$ cat src/rtl/acc_job_scheduler.sv
// acc_job_scheduler: shares one accelerator among NREQ requesters.
// Round-robin arbitration, operand latching, start pulse generation,
// result forwarding tagged with the owner id, and a watchdog that
// aborts jobs whose accelerator never reports done.
module acc_job_scheduler #(
    parameter int NREQ         = 4,
    parameter int START_CYCLES = 2,
    parameter int TIMEOUT      = 255,
    localparam int IDW         = $clog2(NREQ)
) (
    input  logic                  clk,
    input  logic                  rst,
    input  logic [NREQ-1:0]       req,
    input  logic [2*NREQ-1:0]     u_in,
    input  logic [5*NREQ-1:0]     v_in,
    output logic [NREQ-1:0]       grant,
    output logic                  acc_start,
    output logic [1:0]            acc_u,
    output logic [4:0]            acc_v,
    input  logic                  acc_done,
    input  logic                  acc_wr_req,
    input  logic [20:0]           acc_wr_data,
    output logic                  res_valid,
    output logic [IDW-1:0]        res_id,
    output logic [20:0]           res_data,
    output logic [NREQ-1:0]       job_done,
    output logic                  busy,
    output logic                  timeout_err
);

    typedef enum logic [2:0] {
        S_IDLE,
        S_ARB,
        S_START,
        S_WAIT,
        S_FINISH
    } state_t;

    state_t          state;
    state_t          state_nxt;
    logic [IDW-1:0]  ptr;
    logic [IDW-1:0]  owner;
    logic [IDW-1:0]  win;
    logic [1:0]      win_u;
    logic [4:0]      win_v;
    logic [3:0]      start_cnt;
    logic [9:0]      wd_cnt;
    logic            abort;
    logic            start_last;
    logic            wd_last;
    logic            in_job;

    // First requester at or after p (cyclically) whose bit is set.
    function automatic logic [IDW-1:0] rr_pick(input logic [NREQ-1:0] r,
                                               input logic [IDW-1:0]  p);
        logic [IDW-1:0] w;
        int             best;
        int             d;
        w    = p;
        best = NREQ;
        for (int i = 0; i < NREQ; i++) begin
            d = (i + NREQ - int'(p)) % NREQ;
            if (r[i] && (d < best)) begin
                best = d;
                w    = IDW'(i);
            end
        end
        return w;
    endfunction

    assign start_last = (start_cnt == 4'(START_CYCLES - 1));
    assign wd_last    = (wd_cnt == 10'(TIMEOUT - 1));
    assign in_job     = (state == S_START) || (state == S_WAIT) || (state == S_FINISH);

    // Arbitration winner and its operand slices.
    always_comb begin
        win   = rr_pick(req, ptr);
        win_u = '0;
        win_v = '0;
        for (int i = 0; i < NREQ; i++) begin
            if (win == IDW'(i)) begin
                win_u = u_in[2*i +: 2];
                win_v = v_in[5*i +: 5];
            end
        end
    end

    // State register.
    always_ff @(posedge clk) begin
        if (rst) state <= S_IDLE;
        else     state <= state_nxt;
    end

    // Next-state logic and state-decoded outputs; done in START is ignored,
    // and done on the watchdog's last cycle wins over the abort.
    always_comb begin
        state_nxt   = state;
        acc_start   = 1'b0;
        busy        = (state != S_IDLE);
        job_done    = '0;
        timeout_err = 1'b0;
        case (state)
            S_IDLE:   if (|req) state_nxt = S_ARB;
            S_ARB:    state_nxt = (|req) ? S_START : S_IDLE;
            S_START: begin
                acc_start = 1'b1;
                if (start_last) state_nxt = S_WAIT;
            end
            S_WAIT:   if (acc_done || wd_last) state_nxt = S_FINISH;
            S_FINISH: begin
                job_done    = grant;
                timeout_err = abort;
                state_nxt   = S_IDLE;
            end
            default:  state_nxt = S_IDLE;
        endcase
    end

    // Start-phase length counter, watchdog counter and abort flag.
    always_ff @(posedge clk) begin
        if (rst) begin
            start_cnt <= '0;
            wd_cnt    <= '0;
            abort     <= 1'b0;
        end else begin
            start_cnt <= (state == S_START) ? start_cnt + 4'd1 : 4'd0;
            wd_cnt    <= (state == S_WAIT) ? wd_cnt + 10'd1 : 10'd0;
            if (state == S_WAIT)      abort <= !acc_done && wd_last;
            else if (state == S_IDLE) abort <= 1'b0;
        end
    end

    // Job ownership: latched on ARB exit, released and pointer advanced in FINISH.
    always_ff @(posedge clk) begin
        if (rst) begin
            ptr   <= '0;
            owner <= '0;
            grant <= '0;
            acc_u <= '0;
            acc_v <= '0;
        end else if ((state == S_ARB) && (|req)) begin
            owner <= win;
            grant <= NREQ'(1) << win;
            acc_u <= win_u;
            acc_v <= win_v;
        end else if (state == S_FINISH) begin
            grant <= '0;
            acc_u <= '0;
            acc_v <= '0;
            ptr   <= (owner == IDW'(NREQ - 1)) ? '0 : owner + IDW'(1);
        end
    end

    // Result forwarding: one-cycle registered copy, tagged with the owner.
    always_ff @(posedge clk) begin
        if (rst) begin
            res_valid <= 1'b0;
            res_id    <= '0;
            res_data  <= '0;
        end else begin
            res_valid <= acc_wr_req && in_job;
            if (acc_wr_req && in_job) begin
                res_id   <= owner;
                res_data <= acc_wr_data;
            end
        end
    end

endmodule

$ cat config.mk
export PLATFORM = sky130hd
export DESIGN_NAME = acc_job_scheduler
export DESIGN_NICKNAME = d
export VERILOG_FILES = /design/src/rtl/acc_job_scheduler.sv
export SDC_FILE = /design/constraint.sdc
export NUM_CORES = 1
export LEC_CHECK = 0
export ABC_CLOCK_PERIOD_IN_PS = 4400
export CAP_MARGIN = 30
export CELL_PAD_IN_SITES_DETAIL_PLACEMENT = 2
export CELL_PAD_IN_SITES_GLOBAL_PLACEMENT = 2
export CORE_ASPECT_RATIO = 1.1
export CORE_MARGIN = 1
export CORE_UTILIZATION = 25
export CTS_CLUSTER_SIZE = 28
export DETAILED_ROUTE_END_ITERATION = 10
export GPL_TIMING_DRIVEN = 0
export HOLD_SLACK_MARGIN = 0.1
export MAX_ROUTING_LAYER = met4
export PLACE_DENSITY = 0.77
export SYNTH_ARGS = -nofsm -noshare
export SYNTH_HDL_FRONTEND = slang
export SYNTH_SLANG_ARGS = --single-unit
$ cat constraint.sdc
create_clock -name clk -period 4.4 [get_ports clk]
set_clock_uncertainty 0.15 [all_clocks]
set_input_delay 0.66 -clock clk [delete_from_list [all_inputs] [get_ports clk]]
set_output_delay 0.66 -clock clk [all_outputs]
set_load 0.01 [all_outputs]
==> impl_results.md <==
* Pre-CTS setup slack at 0.189 ns
* Worst EP arrival at a little under 4 ns
* Die area at 0.0113 mm^2
* Reg-to-reg startpoint: ptr[0]$_SDFFE_PP0P_
* WP data required at between 4 and 5 ns
* Vias in the first global route at 3146
* Total Power at approximately 1.7 mW
* Critical path class: input pin to register
* CTS Buf Count at 9
* CTS tree: built
* Routed wire length at slightly below 10 mm
* HP Start: res_data[3]$_SDFFE_PP0P_
* Htree depth at 3
* Synth top area share at a little over two fifths
* Final Critical Period at ~3.8 ns
* DRC Markers at 0
* Final GP Congestion at between 0.7 and 0.8
* Leak Pwr at roughly 1.5 nW
* Clock sink total at 57
* Post-synth net total at roughly 400
* GRT Total Usage at a little under a fifth
* Worst hold path type: register to register
* Syn Std Cell Area at 0.00272 mm^2
* Fin area at 0.00420 mm^2
* Nets at 505
* Unrepaired setup endpoints after global routing: false
* Vert. Die Dim at between 100 and 150 um
* Drt pass-1 iters at 4
* Asr flop ratio synth at 0%
* Setup bufs post-CTS at 0
* Global-route wire length before repair at around 16 mm
* Primary FF master, synth: dfxtp_1
* Via count at between 2000 and 3000
* Worst slew margin at a little under 60%
* Post-layout worst setup margin at 0.563 ns
* MaxCap Viol Count at 0
* Leading area contributor after synthesis: dfxtp_1
* Final period util at a little under 90%
* Post-synth EDFFs at 0
* Clock transition at path regs at 0.05 ns
* Detail Placement HPWL at roughly 7.4 mm
* Die width at about 100 um
* Syn avg cell area at roughly 8.2 um^2
* Placeable Area at 0.0105 mm^2
* I/O pin total at ~100
* Final hold vios at 0
* Post-synthesis sequential area ratio at about two fifths
* Area Growth Syn to Fin at 54.4%
* Vias per cell at between 4 and 5
* YS warnings at 0
* Root Buffer: clkbuf_16
* Status: finished clean
* Netlist cell types at 47
* Final setup fails at 0
* Worst-margin pin slew at between 0.6 and 0.7 ns
* Instance area at placement at approximately 0.0039 mm^2
* Worst IR Drop VDD at around 0.19 mV
* Largest net degree at the start of global routing at 11
* Total congestion overflow at 0
* Crit path launch: req[0]
* Latest clock arrival within the worst-skew pair at between 0.3 and 0.4 ns
* Maximum clock frequency at between 200 and 300 MHz
* Synth Instances at 333
* Inserted Diodes at 0
* Setup TNS at 0 ns
* Final Max Tran Viols at 0
* Synth top area cells: dfxtp_1 42%, nand2_1 8.8%, a21oi_1 8.1%
* Routed wire length per instance at 16.6 um
* Detail Route Antenna Nets at 0
* Initial antenna violation count at 0
* Startpoint types: input pin
* Crit Path Max Fanout at 10
* Initial drt markers at 46
* Seq cells post-synth at 57
* Placement Rows at 39
* CTS Hold Bufs at 0
* Initial core utilization at 25.9%
* Fillers at roughly 1200
* Critical Path End Type: register
* I/O Buffers at 97
* Bufs on Longest Clock Path at 2
* Post-CTS resize count at 0
* Fin util at 40.0%
* Share of cells above drive strength 1 at around 8.1%
* PwrDens at between 300 and 400 mW/mm^2
-- metrics by stage --
stage / hold slack [ns] / instances
finish: 0.306 / 589
CTS: 0.313 / 589
global route: 0.336 / 589
floorplan: 0.284 / 333
detailed placement: 0.301 / 573
global placement: 0.292 / 573
-- logic make-up (layout without fill, tap and decap cells) --
family / Yosys count / after routing / share of synthesized area, %
AOI/OAI and AO/OA: 90 / 90 / 22.4
DFF: 57 / 57 / 41.9
adders and majority gates: 7 / 7 / 3.22
buffers and inverters: 25 / 138 / 4.69
xor gates and xnor gates: 11 / 11 / 3.54
and+or+nand+nor: 143 / 143 / 24.2
-- report_power, final --
part / total (mW) / switching, mW / internal, mW
sequential: 0.572 / 0.0216 / 0.551
combinational: 0.313 / 0.161 / 0.152
clock: 0.774 / 0.247 / 0.527
total: 1.66 / 0.429 / 1.23
-- state kept, by name (all words and copies together), names as in the netlist --
| register | cells |
|---|---|
| owner | 2 |
| acc_v | 5 |
| res_id | 2 |
| ptr | 2 |
| res_data | 21 |
| state | 3 |
| abort | 1 |
| res_valid | 1 |
| start_cnt | 4 |
| wd_cnt | 10 |
| acc_u | 2 |
| grant | 4 |
-- layer usage --
layer  vias to the layer above  GRT usage, %  share of wire (%)
li1                       1392             -                  -
met1                      1364          21.4                 42
met2                        46          33.1                 53
met3                        21          3.45                2.5
met4                         0          7.54                2.3
met5                         -             -                  0
-- cells in the final DEF, fill, tap and decap left out, types with 3 or more instances in the layout --
cell,count
nor2_1,30
xor2_1,7
and3_1,10
o21ai_0,6
ha_1,7
clkdlybuf4s50_1,97
clkbuf_1,11
a2111oi_0,4
inv_1,5
nand2b_1,5
dfxtp_1,57
nand4_1,4
o31ai_1,4
nand3_1,10
buf_4,4
nor4_1,3
nand2_1,64
nor2b_1,4
o41ai_1,7
clkbuf_16,9
xnor2_1,4
a21oi_1,44
a21boi_0,6
nor3_1,3
-- cells in the mapped netlist (2+ instances only) --
master / instances
o21ai_1: 2
a2111oi_1: 2
or2_2: 2
nor3_1: 3
nor2b_1: 4
a21oi_1: 44
o21ba_2: 2
ha_1: 7
buf_6: 2
nor3_2: 2
nand4_1: 4
o31ai_1: 4
nand3_1: 10
xnor2_1: 4
nand2b_1: 5
nor2_1: 30
nand2_1: 64
xor2_1: 7
nor4_1: 3
dfxtp_1: 57
buf_4: 4
a311oi_1: 2
buf_2: 2
nor4b_1: 2
o21a_1: 2
o41ai_1: 7
and3_1: 10
inv_1: 5
o21ai_0: 6
a21boi_0: 6
clkbuf_1: 10
a2111oi_0: 4
-- final cells by class --
type	instances	area [um^2]	share of cell area, %
clock buffer	12	256	6.10
buffer	20	109	2.59
timing repair buffer	97	971	23.1
multi-input combinational	251	1450	34.6
tap	143	179	4.26
inverter	5	18.8	0.447
clock inverter	4	73.8	1.76
sequential	57	1140	27.2
-- worst max-delay path: stages --
cell,delay (ns)
clkdlybuf4s50_1,0.51
buf_4,0.19
nand2b_1,0.11
a21oi_1,0.06
a21oi_1,0.18
ha_1,0.30
o22ai_1,0.20
o21ai_2,0.14
nand2_1,0.09
o21ai_0,0.09
ha_1,0.30
o221ai_2,0.11
a22o_4,0.27
buf_6,0.14
a2111oi_1,0.39
o31ai_1,0.15
-- path summary, 6_finish.rpt --
kind / cells after the start / slack (ns) / end
max: 16 / 0.56 / acc_v[3]$_SDFFE_PP0P_
min: 2 / 0.31 / res_data[3]$_SDFFE_PP0P_
max reg2reg: 15 / 1.09 / acc_v[3]$_SDFFE_PP0P_
min reg2reg: 2 / 0.31 / res_data[3]$_SDFFE_PP0P_
Note: power is estimated with default switching activity, not from simulation.
